**src/rtl/mul_wb_buffer.sv**
```systemverilog
// Writeback buffer at the tail of the multiply pipeline: queues M4 results,
// hands them to the shared register-file write port, and forwards pending values.
module mul_wb_buffer #(
    parameter int DATA_W = 32,
    parameter int DEPTH  = 2,
    parameter int PTR_W  = 2
) (
    input  logic              clk,
    input  logic              reset,
    input  logic              flush,
    input  logic              m4_valid,
    input  logic [DATA_W-1:0] m4result,
    input  logic              zero,
    input  logic              overflow,
    input  logic [4:0]        dst,
    output logic              mul_stall,
    output logic              wb_valid,
    output logic [DATA_W-1:0] wb_data,
    output logic [4:0]        wb_dst,
    output logic              wb_zero,
    input  logic              wb_ready,
    output logic              exc_valid,
    output logic [4:0]        exc_dst,
    input  logic [4:0]        fwd_dst,
    output logic              fwd_hit,
    output logic [DATA_W-1:0] fwd_data
);
    // Storage is sized to the full pointer range so pointers index it without truncation;
    // only the first DEPTH slots are ever used.
    localparam int SLOTS = 2 ** PTR_W;

    logic [DATA_W-1:0] data_q [SLOTS];
    logic [4:0]        dst_q  [SLOTS];
    logic [SLOTS-1:0]  zero_q;
    logic [SLOTS-1:0]  vld_q, vld_d;
    logic [PTR_W-1:0]  count_q, count_d;
    logic [PTR_W-1:0]  rd_ptr_q, rd_ptr_d;
    logic [PTR_W-1:0]  wr_ptr_q, wr_ptr_d;
    logic              exc_valid_q, exc_valid_d;
    logic [4:0]        exc_dst_q, exc_dst_d;
    logic              accept, push, pop;

    function automatic logic [PTR_W-1:0] ptr_inc(input logic [PTR_W-1:0] p);
        return (p == PTR_W'(DEPTH - 1)) ? '0 : p + 1'b1;
    endfunction

    assign mul_stall = (count_q == PTR_W'(DEPTH));
    assign accept    = m4_valid && !mul_stall && !flush;
    // Overflowing results and writes to $zero are consumed without taking a slot.
    assign push      = accept && !overflow && (dst != 5'd0);
    assign wb_valid  = (count_q != '0);
    assign pop       = wb_valid && wb_ready;

    assign wb_data   = wb_valid ? data_q[rd_ptr_q] : '0;
    assign wb_dst    = wb_valid ? dst_q[rd_ptr_q]  : '0;
    assign wb_zero   = wb_valid ? zero_q[rd_ptr_q] : 1'b0;
    assign exc_valid = exc_valid_q;
    assign exc_dst   = exc_dst_q;

    always_comb begin
        count_d     = count_q;
        rd_ptr_d    = rd_ptr_q;
        wr_ptr_d    = wr_ptr_q;
        vld_d       = vld_q;
        exc_valid_d = accept && overflow;
        exc_dst_d   = (accept && overflow) ? dst : 5'd0;
        if (flush) begin
            count_d  = '0;
            rd_ptr_d = '0;
            wr_ptr_d = '0;
            vld_d    = '0;
        end else begin
            if (pop) begin
                vld_d[rd_ptr_q] = 1'b0;
                rd_ptr_d        = ptr_inc(rd_ptr_q);
            end
            if (push) begin
                vld_d[wr_ptr_q] = 1'b1;
                wr_ptr_d        = ptr_inc(wr_ptr_q);
            end
            case ({push, pop})
                2'b10:   count_d = count_q + 1'b1;
                2'b01:   count_d = count_q - 1'b1;
                default: count_d = count_q;
            endcase
        end
    end

    always_ff @(posedge clk) begin
        if (reset) begin
            count_q     <= '0;
            rd_ptr_q    <= '0;
            wr_ptr_q    <= '0;
            vld_q       <= '0;
            exc_valid_q <= 1'b0;
            exc_dst_q   <= 5'd0;
        end else begin
            count_q     <= count_d;
            rd_ptr_q    <= rd_ptr_d;
            wr_ptr_q    <= wr_ptr_d;
            vld_q       <= vld_d;
            exc_valid_q <= exc_valid_d;
            exc_dst_q   <= exc_dst_d;
            if (push) begin
                data_q[wr_ptr_q] <= m4result;
                dst_q[wr_ptr_q]  <= dst;
                zero_q[wr_ptr_q] <= zero;
            end
        end
    end

    // Walk from oldest to youngest so the youngest match overwrites earlier ones.
    always_comb begin
        logic [PTR_W-1:0] idx;
        idx      = '0;
        fwd_hit  = 1'b0;
        fwd_data = '0;
        if (fwd_dst != 5'd0) begin
            for (int k = DEPTH; k >= 1; k--) begin
                idx = PTR_W'((int'(wr_ptr_q) + DEPTH - k) % DEPTH);
                if (vld_q[idx] && (dst_q[idx] == fwd_dst)) begin
                    fwd_hit  = 1'b1;
                    fwd_data = data_q[idx];
                end
            end
        end
    end

    always @(posedge clk) begin
        if (!reset) begin
            assert (count_q <= PTR_W'(DEPTH));
        end
    end
endmodule

```
**config.mk**
```make
export PLATFORM = sky130hd
export DESIGN_NAME = mul_wb_buffer
export DESIGN_NICKNAME = d
export VERILOG_FILES = /design/src/rtl/mul_wb_buffer.sv
export SDC_FILE = /design/constraint.sdc
export NUM_CORES = 1
export LEC_CHECK = 0
export BUFFER_PORTS_ARGS = -buffer_cell sky130_fd_sc_hd__buf_2
export CORE_MARGIN = 2
export CORE_UTILIZATION = 29
export DETAILED_ROUTE_END_ITERATION = 8
export SYNTH_ARGS = -nofsm -noshare
export SYNTH_HDL_FRONTEND = slang
export SYNTH_SLANG_ARGS = --single-unit
```
**constraint.sdc**
```tcl
create_clock -name clk -period 17.1 [get_ports clk]
set_input_delay 1.71 -clock clk [delete_from_list [all_inputs] [get_ports clk]]
set_output_delay 1.71 -clock clk [all_outputs]
set_load 0.02 [all_outputs]
```
==> results of run 1 <==
## metal layers
metal	routed length (um)	part of all wire, %	track usage (%)	vias up
li1	-	-	-	2137
met1	8679	44	19.02	2518
met2	9600	49	24.10	148
met3	1080	5.5	3.968	16
met4	148	0.76	3.715	4
met5	27	0.14	0	-
## worst max-delay path, cell delays in order
cell	delay (ns)
sky130_fd_sc_hd__buf_2	0.14
sky130_fd_sc_hd__xnor2_1	0.14
sky130_fd_sc_hd__nand2_1	0.07
sky130_fd_sc_hd__o21ai_0	0.37
sky130_fd_sc_hd__and2_2	0.24
sky130_fd_sc_hd__buf_4	0.60
sky130_fd_sc_hd__a221oi_1	0.20
sky130_fd_sc_hd__nor3_1	0.36
sky130_fd_sc_hd__buf_2	0.24
## through the flow
| step | power, uW | hold WS, ns | std cells | cell area [um^2] |
|---|---|---|---|---|
| floorplan | 479.7 | 0.4522 | 461 | 7467 |
| global placement | 497.1 | 0.4725 | 888 | 8441 |
| detailed placement | 498.6 | 0.4924 | 888 | 8441 |
| CTS | 865.3 | 0.5070 | 920 | 9010 |
| global route | 887.0 | 0.5324 | 920 | 9010 |
| finish | 857.6 | 0.5036 | 921 | 9012 |
## power groups by stage
stage / Clock, uW / Sequential (uW) / Combinational, uW
2_1_floorplan: 0 / 460 / 19.3
3_3_place_gp: 0 / 461 / 36.4
3_5_place_dp: 0 / 461 / 37.7
4_1_cts: 376 / 452 / 37.9
5_1_grt: 394 / 452 / 40.7
6_report: 368 / 452 / 37.4
## worst paths after layout
| kind | startpoint | end | slack (ns) | cells past startpoint |
|---|---|---|---|---|
| setup / recovery | fwd_dst[2] | fwd_data[14] | 11.29 | 9 |
| hold / removal | rd_ptr_q[1] | flip-flop | 0.50 | 2 |
| setup reg to reg | wr_ptr_q[0] | data_q[3][31] | 13.37 | 5 |
| hold reg to reg | rd_ptr_q[1] | flip-flop | 0.50 | 2 |
## state kept, by name, indices dropped and copies added, names as in the netlist, named ones only
name / count
wr_ptr_q: 2
data_q: 128
exc_valid: 1
vld_q: 2
zero_q: 4
exc_dst: 5
rd_ptr_q: 2
dst_q: 20
count_q: 2
## cell families after synthesis
group	count (synthesis)	synth area share [%]
simple gates	105	7.758
xor+xnor	14	1.642
fa+ha+maj	1	0.1675
mux	47	12.67
flops	168	65.42
buf+inv	43	2.630
compound gates	83	9.719
## area by class of cell
class                           count  area, um^2  share of cell area, %
Antenna cell                        1       2.502                0.02777
Clock buffer                       17       425.4                  4.720
Clock inverter                     15       143.9                  1.597
Inverter                            5       18.77                 0.2082
Multi-Input combinational cell    250        2422                  26.88
Sequential cell                   168        4891                  54.27
Tap cell                          330       412.9                  4.581
Timing Repair Buffer              135       695.7                  7.719
## layout by cell type (no fill, tap or decap), drive strengths merged, types with 2 or more instances in the layout
master    Yosys  routed
or2           2       2
buf          20     135
edfxtp      152     152
dfxtp        16      16
mux2i         9       9
mux4         38      38
nand3         2       2
xor2          6       6
inv           4       9
nor2b         3       3
nor2         12      12
nand2         8       8
a21oi         3       3
a221oi       57      57
a22oi         7       7
or3           2       2
clkinv        1       5
nor4          3       3
o21ai         2       2
nor3         26      26
a211oi        9       9
clkbuf       18      17
xnor2         8       8
clkinvlp      0       5
and2         44      44
==> reports/summary.log, run 1 <==
qor: detailed_routing.routedWlPerCell 21.21 um
qor: logic_synthesis.synth_top_cell_by_area sky130_fd_sc_hd__edfxtp_1
qor: layout.signed_area_change_from_the_synthesized_netlist_to_the_final_layout 20.69%
qor: clock_network.tritoncts_clock_tree done
qor: pwr.power_report.internal_total 667.2 uW
qor: clock_network.clk_transition_reported_paths 0.07 ns
qor: pwr.power.static_leakage 0.003034 uW
qor: sta.fmaxAchievable 172.2 MHz
qor: worst_setup_path.cp_data_required_time 15.39 ns
qor: detailed_routing.postRouteAntennaNets 0
qor: logic_synthesis.ys_types 39
qor: placed_design.detailedPlace.worstSlack 11.34 ns
qor: layout.drive_above_1_share 37.80%
qor: sta.finalSetupViolations 0
qor: pwr.switchingPower 190.4 uW
qor: clock_network.tritoncts.num_buffers 17
qor: placed_design.place_hpwl 12.02 mm
qor: logic_synthesis.post_synth_main_area_contributors sky130_fd_sc_hd__edfxtp_1, sky130_fd_sc_hd__mux4_2, sky130_fd_sc_hd__a221oi_1
qor: logic_synthesis.synth_common_cells sky130_fd_sc_hd__edfxtp_1, sky130_fd_sc_hd__a221oi_1, sky130_fd_sc_hd__and2_1
qor: logic_synthesis.async_reset_ff_share 0%
qor: clock_network.buffers_from_clock_root_to_sink_at_most 2
qor: floorplan.floorplan.initialDensity 29.57%
qor: logic_synthesis.ys.warnings.count 0
qor: worst_setup_path.cp-end-kind primary output
qor: run.maximum_capacitance_violations 0
qor: worst_setup_path.crit_fanout 65
qor: pwr.sequentialPowerShare 52.7%
qor: sta.clock_period_minus_final_worst_setup_slack 5.808 ns
qor: grt.globalRouteTotalUtil 14.57%
qor: detailed_routing.drt-initial-drc-count 353
qor: floorplan.io-pin-count 128
qor: placed_design.port_buffer_count 127
qor: logic_synthesis.netlist_instances 461
qor: outcome.outcome finished clean
qor: floorplan.fp.dieW 164.5 um
qor: pwr.power.combinational.fraction 4.4%
qor: logic_synthesis.synth_most_common_cell sky130_fd_sc_hd__edfxtp_1
qor: worst_setup_path.worst_ep_arrival_time 4.10 ns
qor: placed_design.routabilityCongestion 0.7263
qor: sta.timing.final.max_slew_violations 0
qor: pwr.vdd_drop_max 0.05888 mV
qor: detailed_routing.drtPass1Iterations 5
qor: clock_network.h-tree-depth 4
qor: sta.fin_ws 11.29 ns
qor: sta.grt_setup_unrepaired false
qor: logic_synthesis.synth_edf_count 152
qor: logic_synthesis.nets_in_the_synthesized_netlist 511
qor: logic_synthesis.synth_top_flop_cell sky130_fd_sc_hd__edfxtp_1
qor: grt.grt_max_degree 66
qor: clock_network.post_cts_hold_buffer_count 0
qor: floorplan.rows 58
qor: grt.globalRouteOverflowTotal 0
qor: sta.timing.clock.skew 0.008440 ns
qor: logic_synthesis.ys_seq_area_share 65.42%
qor: clock_network.post_cts.resized_instances 0
qor: grt.grt_antenna_before_repair 3
qor: clock_network.clkSinkCount 168
qor: grt.number_of_global_route_vias_before_repair 4963
qor: pwr.p_sw_share 22.20%
qor: layout.finish.net_count 627
qor: clock_network.ctsRootBufferMaster sky130_fd_sc_hd__clkbuf_16
qor: pwr.clkPwrFrac 42.9%
qor: sta.final_cycle_utilization_of_the_critical_path 33.97%
qor: floorplan.placeableCoreArea 25250 um^2
qor: logic_synthesis.syn_avg_cell_area 16.20 um^2
qor: detailed_routing.totalWireLength 19.54 mm
qor: logic_synthesis.netlist_area 7467 um^2
qor: sta.max-slew-margin-rel 24.37%
qor: sta.totalNegativeSetupSlack 0 ns
qor: min_path.min-delay-path-class reg2reg
qor: clock_network.clk-insertion-delay-late 0.42 ns
qor: floorplan.chipHeight 164.5 um
qor: clock_network.cts_post_setup_buffers_inserted 0
qor: detailed_routing.drc 0
qor: detailed_routing.vias_per_cell 5.237
qor: logic_synthesis.synth_top_area_share 61.13%
qor: grt.grt_pass1_wl 29.05 mm
qor: worst_setup_path.crit_path_category in2out
qor: layout.filler_cell_count_in_the_final_layout 2460
qor: detailed_routing.routed-via-count 4823
qor: worst_setup_path.setup.worst_path.start_class input pin
qor: pwr.cellPowerDensity 95.16 nW/um^2
qor: sta.tightest_slew 1.134 ns
qor: sta.final_hold_viol_count 0
qor: logic_synthesis.synth.ff_latch_count 168
qor: layout.finish.utilization 35.69%
qor: floorplan.die_area 27050 um^2
Note: power is estimated with default switching activity, not from simulation.
==> run 2, diff against run 1 <==
clock period = 5.6 ns   (was 17.1 ns; I/O delays follow)
==> reports/summary.log, run 2 (synthesis gave the netlist of run 1 again) <==
qor: outcome.outcome finished clean [unchanged]
qor: layout.final_common_cell sky130_fd_sc_hd__edfxtp_1 [unchanged]
qor: clock_network.post_cts.resized_instances 0 [unchanged]
qor: worst_setup_path.crit_path_category reg2out [was in2out]
qor: layout.most-common-layout-cells sky130_fd_sc_hd__edfxtp_1, sky130_fd_sc_hd__buf_2, sky130_fd_sc_hd__a221oi_1, sky130_fd_sc_hd__and2_1, sky130_fd_sc_hd__mux4_2 [unchanged]
qor: floorplan.die_area 27050 um^2 [unchanged]
qor: grt.globalRouteTotalUtil 14.45% [was 14.57%]
qor: detailed_routing.drtPass1Iterations 5 [unchanged]
qor: detailed_routing.drt-initial-drc-count 444 [was 353]
qor: layout.largest_register data_q [unchanged]
qor: pwr.vdd_drop_max 0.1511 mV [was 0.05888 mV]
qor: sta.timing.final.max_slew_violations 0 [unchanged]
qor: sta.final_hold_viol_count 0 [unchanged]
qor: worst_setup_path.worst_ep_arrival_time 4.01 ns [was 4.10 ns]
qor: floorplan.placeableCoreArea 25250 um^2 [unchanged]
qor: pwr.cellPowerDensity 296.0 nW/um^2 [was 95.16 nW/um^2]
qor: layout.filler_cell_count_in_the_final_layout 2432 [was 2460]
qor: sta.max-slew-margin-rel 22.30% [was 24.37%]
qor: sta.timing.clock.skew 0.01040 ns [was 0.008440 ns]
qor: sta.grt_setup_unrepaired false [unchanged]
qor: placed_design.detailedPlace.worstSlack 1.512 ns [was 11.34 ns]
qor: sta.worst_hold_slack 0.3480 ns [was 0.5036 ns]
qor: worst_setup_path.worstReg2RegStart count_q[0] [was wr_ptr_q[0]]
qor: sta.fmaxAchievable 218.9 MHz
qor: floorplan.io-pin-count 128 [unchanged]
qor: grt.number_of_global_route_vias_before_repair 4950 [was 4963]
qor: sta.tightest_slew 1.165 ns [was 1.134 ns]
qor: detailed_routing.drc 0 [unchanged]
qor: min_path.min-delay-path-class in2reg [was reg2reg]
qor: sta.finalSetupViolations 0 [unchanged]
qor: clock_network.clk-insertion-delay-late 0.42 ns [about the same]
qor: clock_network.clkSinkCount 168 [unchanged]
qor: sta.final_cycle_utilization_of_the_critical_path 81.59%
qor: clock_network.h-tree-depth 4 [unchanged]
qor: layout.number_of_flip_flops_in_the_largest_register 128 [unchanged]
qor: worst_setup_path.ff2ff_path_depth 7 [was 5]
qor: sta.totalNegativeSetupSlack 0 ns [unchanged]
qor: grt.globalRouteOverflowTotal 0 [unchanged]
qor: detailed_routing.routedWlPerCell 21.05 um [was 21.21 um]
qor: worst_setup_path.crit_fanout 44 [was 65]
qor: floorplan.floorplan.initialDensity 29.57% [unchanged]
qor: run.maximum_capacitance_violations 0 [unchanged]
qor: layout.finish.utilization 35.94% [was 35.69%]
qor: layout.finish.net_count 629 [was 627]
qor: clock_network.buffers_from_clock_root_to_sink_at_most 2 [unchanged]
qor: placed_design.routabilityCongestion 0.7742 [was 0.7263]
qor: clock_network.tritoncts_clock_tree done [unchanged]
qor: detailed_routing.postRouteAntennaNets 0 [unchanged]
qor: min_path.timing.hold.worst_endpoint data_q[3][20]
qor: detailed_routing.vias_per_cell 5.249 [was 5.237]
qor: grt.grt_pass1_wl 28.73 mm [was 29.05 mm]
qor: clock_network.cts_post_setup_buffers_inserted 0 [unchanged]
qor: pwr.power.static_leakage 0.003075 uW [was 0.003034 uW]
qor: min_path.hold_path_depth 1 [was 2]
qor: clock_network.tritoncts.num_buffers 17 [unchanged]
qor: floorplan.chipHeight 164.5 um [unchanged]
qor: worst_setup_path.setup.worst_path.start_class flip-flop [was input pin]
qor: sta.clock_period_minus_final_worst_setup_slack 4.569 ns
qor: min_path.worst_hold_startpoint m4result[20] [was rd_ptr_q[1]]
qor: clock_network.ctsRootBufferMaster sky130_fd_sc_hd__clkbuf_16 [unchanged]
qor: sta.fin_ws 1.031 ns [was 11.29 ns]
qor: clock_network.post_cts_hold_buffer_count 0 [unchanged]
qor: layout.drive_above_1_share 37.67% [was 37.80%]
qor: grt.grt_antenna_before_repair 4 [was 3]
qor: layout.non_filler_cell_area_final 9076 um^2 [was 9012 um^2]
qor: grt.grt_max_degree 48 [was 66]
qor: worst_setup_path.ff2ff_setup_slack 2.07 ns [was 13.37 ns]
qor: worst_setup_path.worstReg2RegEnd data_q[3][25] [was data_q[3][31]]
qor: worst_setup_path.cp_data_required_time 5.04 ns [was 15.39 ns]
qor: floorplan.rows 58 [unchanged]
qor: placed_design.port_buffer_count 127 [unchanged]
qor: floorplan.fp.dieW 164.5 um [unchanged]
qor: detailed_routing.totalWireLength 19.47 mm [was 19.54 mm]
qor: detailed_routing.routed-via-count 4855 [was 4823]
qor: placed_design.place_hpwl 12.41 mm [was 12.02 mm]
qor: layout.signed_area_change_from_the_synthesized_netlist_to_the_final_layout 21.55% [was 20.69%]
qor: worst_setup_path.cp-end-kind primary output [unchanged]
qor: clock_network.clk_transition_reported_paths 0.07 ns [about the same]
qor: placed_design.placed_cell_area 8468 um^2 [was 8441 um^2]
run 2: changes by cell type in the layout (fill, tap and decap cells not counted):
| cell | change |
|---|---|
| sky130_fd_sc_hd__clkinv_1 | +1 |
| sky130_fd_sc_hd__buf_12 | +1 |
| sky130_fd_sc_hd__clkinvlp_4 | -3 |
| sky130_fd_sc_hd__bufinv_16 | +2 |
| sky130_fd_sc_hd__diode_2 | +2 |
| sky130_fd_sc_hd__inv_6 | +1 |
| sky130_fd_sc_hd__clkbuf_1 | +1 |
| sky130_fd_sc_hd__inv_8 | -2 |
| sky130_fd_sc_hd__buf_4 | +1 |
| sky130_fd_sc_hd__clkinv_2 | +1 |
| sky130_fd_sc_hd__clkinvlp_2 | -1 |
run 2: per-layer routing:
metal	track usage, %	part of all wire, %	vias to the layer above
li1	-	-	2146
met1	18.35	43	2503
met2	23.91	49	171
met3	3.918	6.0	31
met4	4.941	1.6	4
met5	0	0.14	-
run 2: power by group:
part / leakage (uW) / switching [uW] / internal [uW]
Clock: 0.000294 / 486 / 706
Combinational: 0.00128 / 70.4 / 43.6
Sequential: 0.00150 / 7.43 / 1370
run 2: layout make-up:
class,count,area (um^2),area share [%]
sequential,168,4891,53.89
multi-input combinational,250,2422,26.69
clock inverter,14,171.4,1.889
tap,330,412.9,4.549
antenna,3,7.507,0.08271
inverter,5,18.77,0.2068
clock buffer,18,429.2,4.728
timing repair buffer,137,723.2,7.968
run 2: how the worst max path moves through the flow:
stage | cells after the start | startpoint | end | slack (ns)
3_5_place_dp | 8 | wr_ptr_q[0] | fwd_data[16] | 1.51
6_report | 9 | wr_ptr_q[0] | fwd_data[3] | 1.03
2_1_floorplan | 5 | count_q[0] | data_q[0][0] | 0.06
4_1_cts | 8 | wr_ptr_q[0] | fwd_data[16] | 1.03
3_3_place_gp | 8 | wr_ptr_q[0] | fwd_data[16] | 1.59
5_1_grt | 8 | wr_ptr_q[0] | fwd_data[16] | 0.78
run 2: worst max-delay path, stage by stage, from the launching register on:
cell                       delay [ns]
sky130_fd_sc_hd__dfxtp_2         0.67
sky130_fd_sc_hd__buf_4           0.51
sky130_fd_sc_hd__nand2_1         0.10
sky130_fd_sc_hd__o32ai_1         0.14
sky130_fd_sc_hd__nand4_1         0.23
sky130_fd_sc_hd__a211oi_4        0.85
sky130_fd_sc_hd__buf_12          0.30
sky130_fd_sc_hd__a221oi_1        0.13
sky130_fd_sc_hd__a211oi_2        0.34
sky130_fd_sc_hd__buf_2           0.23
run 2: stage by stage:
stage,power [uW],cells
floorplan,1465,461
finish,2687,925
detailed placement,1522,890
global placement,1518,890
global route,2769,923
CTS,2715,922
==> run 3, diff against run 2 <==
clock period = 3.85 ns   (was 5.6 ns; I/O delays follow)
==> reports/summary.log, run 3 (synthesis gave the netlist of run 1 again) <==
qor: worst_setup_path.worstReg2RegStart count_q[0] [unchanged]
qor: clock_network.ctsRootBufferMaster sky130_fd_sc_hd__clkbuf_16 [unchanged]
qor: run.maximum_capacitance_violations 0 [unchanged]
qor: sta.fin_ws 0.2911 ns [was 1.031 ns]
qor: worst_setup_path.setup.worst_path.start_class flip-flop [unchanged]
qor: sta.clock_period_minus_final_worst_setup_slack 3.559 ns
qor: detailed_routing.postRouteAntennaNets 0 [unchanged]
qor: min_path.min-delay-path-class in2reg [unchanged]
qor: pwr.sequentialPowerShare 52.5% [was 51.4%]
qor: floorplan.fp.dieW 164.5 um [unchanged]
qor: grt.grt_antenna_before_repair 2 [was 4]
qor: detailed_routing.routed-via-count 4898 [was 4855]
qor: worst_setup_path.timing.critical_path.cells mux2i_1 -> xor2_1 -> nand4_1 -> a211oi_4 -> buf_4 -> a221oi_1 -> a211oi_1 -> buf_2 [was buf_4 -> nand2_1 -> o32ai_1 -> nand4_1 -> a211oi_4 -> buf_12 -> a221oi_1 -> a211oi_2 -> buf_2]
qor: worst_setup_path.crit_fanout 36 [was 44]
qor: clock_network.post_cts_hold_buffer_count 0 [unchanged]
qor: clock_network.cts_post_setup_buffers_inserted 0 [unchanged]
qor: clock_network.tritoncts.num_buffers 17 [unchanged]
qor: sta.timing.final.max_slew_violations 0 [unchanged]
qor: placed_design.place_hpwl 12.63 mm [was 12.41 mm]
qor: worst_setup_path.critical-path-max-stage-delay 0.54 ns [was 0.85 ns]
qor: pwr.switchingPower 836.2 uW [was 564.3 uW]
qor: clock_network.clk_transition_reported_paths 0.07 ns [about the same]
qor: worst_setup_path.cp-end-kind primary output [unchanged]
qor: pwr.power.combinational.fraction 4.4% [was 4.2%]
qor: placed_design.detailedPlace.worstSlack 0.5960 ns [was 1.512 ns]
qor: worst_setup_path.crit_start wr_ptr_q[0] [unchanged]
qor: sta.finalSetupViolations 0 [unchanged]
qor: grt.grt_pass1_wl 30.04 mm [was 28.73 mm]
qor: worst_setup_path.crit_path_category reg2out [unchanged]
qor: clock_network.clk-insertion-delay-late 0.42 ns [about the same]
qor: worst_setup_path.worst_ep_arrival_time 3.17 ns [was 4.01 ns]
qor: worst_setup_path.cp_data_required_time 3.46 ns [was 5.04 ns]
qor: detailed_routing.drc 0 [unchanged]
qor: layout.number_of_flip_flops_in_the_largest_register 128 [unchanged]
qor: placed_design.port_buffer_count 127 [unchanged]
qor: layout.largest_register data_q [unchanged]
qor: grt.grt_max_degree 46 [was 48]
qor: sta.grt_setup_unrepaired false [unchanged]
qor: placed_design.placed_cells 896 [was 890]
qor: clock_network.clkSinkCount 168 [unchanged]
qor: floorplan.rows 58 [unchanged]
qor: clock_network.tritoncts_clock_tree done [unchanged]
qor: layout.finish.utilization 36.09% [was 35.94%]
qor: layout.signed_area_change_from_the_synthesized_netlist_to_the_final_layout 22.05% [was 21.55%]
qor: sta.totalNegativeSetupSlack 0 ns [unchanged]
qor: clock_network.buffers_from_clock_root_to_sink_at_most 2 [unchanged]
qor: sta.fmaxAchievable 281.0 MHz
qor: floorplan.placeableCoreArea 25250 um^2 [unchanged]
qor: layout.insertedDiodeCount 0 [was 3]
qor: grt.globalRouteTotalUtil 14.86% [was 14.45%]
qor: floorplan.chipHeight 164.5 um [unchanged]
qor: pwr.clkPwrFrac 43.1% [was 44.4%]
qor: sta.max-slew-margin-rel 18.67% [was 22.30%]
qor: pwr.power.static_leakage 0.003084 uW [was 0.003075 uW]
qor: min_path.worst_hold_startpoint m4result[14] [was m4result[20]]
qor: outcome.outcome finished clean [unchanged]
qor: floorplan.floorplan.initialDensity 29.57% [unchanged]
qor: pwr.cellPowerDensity 419.1 nW/um^2 [was 296.0 nW/um^2]
qor: clock_network.post_cts.resized_instances 0 [unchanged]
qor: pwr.vdd_drop_max 0.2974 mV [was 0.1511 mV]
qor: detailed_routing.drtPass1Iterations 6 [was 5]
qor: clock_network.h-tree-depth 4 [unchanged]
qor: sta.final_hold_viol_count 0 [unchanged]
qor: layout.most-common-layout-cells sky130_fd_sc_hd__edfxtp_1, sky130_fd_sc_hd__buf_2, sky130_fd_sc_hd__a221oi_1, sky130_fd_sc_hd__and2_1, sky130_fd_sc_hd__mux4_2 [unchanged]
qor: layout.final_common_cell sky130_fd_sc_hd__edfxtp_1 [unchanged]
qor: grt.number_of_global_route_vias_before_repair 5049 [was 4950]
qor: floorplan.die_area 27050 um^2 [unchanged]
qor: sta.tightest_slew 1.220 ns [was 1.165 ns]
qor: layout.filler_cell_count_in_the_final_layout 2450 [was 2432]
qor: detailed_routing.drt-initial-drc-count 362 [was 444]
qor: placed_design.routabilityCongestion 0.7685 [was 0.7742]
qor: layout.drive_above_1_share 38.80% [was 37.67%]
qor: detailed_routing.totalWireLength 19.91 mm [was 19.47 mm]
qor: detailed_routing.vias_per_cell 5.278 [was 5.249]
qor: layout.instances_no_fill 928 [was 925]
qor: sta.timing.clock.skew 0.009457 ns [was 0.01040 ns]
qor: sta.final_cycle_utilization_of_the_critical_path 92.44%
qor: floorplan.io-pin-count 128 [unchanged]
qor: layout.finish.net_count 635 [was 629]
qor: pwr.p_sw_share 21.89% [was 21.00%]
qor: pwr.power_report.internal_total 2984 uW [was 2122 uW]
qor: worst_setup_path.slowest_cell_on_crit_path sky130_fd_sc_hd__dfxtp_2 [was sky130_fd_sc_hd__a211oi_4]
qor: detailed_routing.routedWlPerCell 21.45 um [was 21.05 um]
qor: grt.globalRouteOverflowTotal 0 [unchanged]
==> run 3: changes by cell type in the layout (fill, tap and decap cells not counted) <==
| cell | before | now |
|---|---|---|
| sky130_fd_sc_hd__nor4_4 | 0 | 2 |
| sky130_fd_sc_hd__clkbuf_8 | 0 | 3 |
| sky130_fd_sc_hd__nor4_2 | 3 | 1 |
| sky130_fd_sc_hd__and2_2 | 1 | 0 |
| sky130_fd_sc_hd__clkinv_1 | 2 | 0 |
| sky130_fd_sc_hd__inv_8 | 1 | 0 |
| sky130_fd_sc_hd__buf_4 | 9 | 15 |
| sky130_fd_sc_hd__clkbuf_16 | 17 | 18 |
| sky130_fd_sc_hd__clkbuf_1 | 1 | 0 |
| sky130_fd_sc_hd__diode_2 | 3 | 0 |
| sky130_fd_sc_hd__and2_4 | 0 | 1 |
| sky130_fd_sc_hd__clkinvlp_4 | 1 | 6 |
| sky130_fd_sc_hd__bufinv_16 | 3 | 0 |
| sky130_fd_sc_hd__clkinv_2 | 3 | 1 |
==> run 3: layer usage <==
layer	vias up	GRT usage, %	part of all wire [%]
li1	2144	-	-
met1	2547	20.53	45
met2	187	23.60	48
met3	16	3.591	6.2
met4	4	3.755	0.73
met5	-	0	0.13
==> run 3: critical path, delay by kind of cell (launching register included) <==
family,cells,cell delay [ns]
xor gates and xnor gates,1,0.17
AOI/OAI and AO/OA,3,0.89
buffers and inverters,2,0.67
and+or+nand+nor,1,0.20
muxes,1,0.28
DFF,1,0.54
==> run 3: power groups by stage <==
stage | Combinational, uW | Clock [uW] | Sequential, uW
floorplan | 86.3 | 0 | 2040
global placement | 165 | 0 | 2050
detailed placement | 170 | 0 | 2050
CTS | 171 | 1680 | 2010
global route | 184 | 1760 | 2010
finish | 169 | 1650 | 2010
==> run 3: stage by stage <==
stage	instance area [um^2]	total power (uW)	hold WS [ns]
floorplan	7480	2130	0.4522
detailed placement	8531	2216	0.4924
finish	9114	3820	0.1806
global route	9114	3950	0.1648
global placement	8531	2211	0.4710
CTS	9109	3861	0.1574
==> run 3: worst paths after layout <==
check | cells after the start | to | slack, ns
worst max-delay path | 8 | fwd_data[16] | 0.29
worst min-delay path | 1 | data_q[2][14] | 0.18
worst max register to register | 7 | data_q[2][30] | 0.82
worst min register to register | 2 | count_q[1] | 0.51
==> run 3: cell type report <==
type | instances | area, um^2 | area share (%)
sequential | 168 | 4891 | 53.67
multi-input combinational | 250 | 2441 | 26.78
timing repair buffer | 143 | 768.2 | 8.429
clock buffer | 21 | 491.7 | 5.395
tap | 330 | 412.9 | 4.530
clock inverter | 11 | 86.33 | 0.9473
inverter | 5 | 22.52 | 0.2471
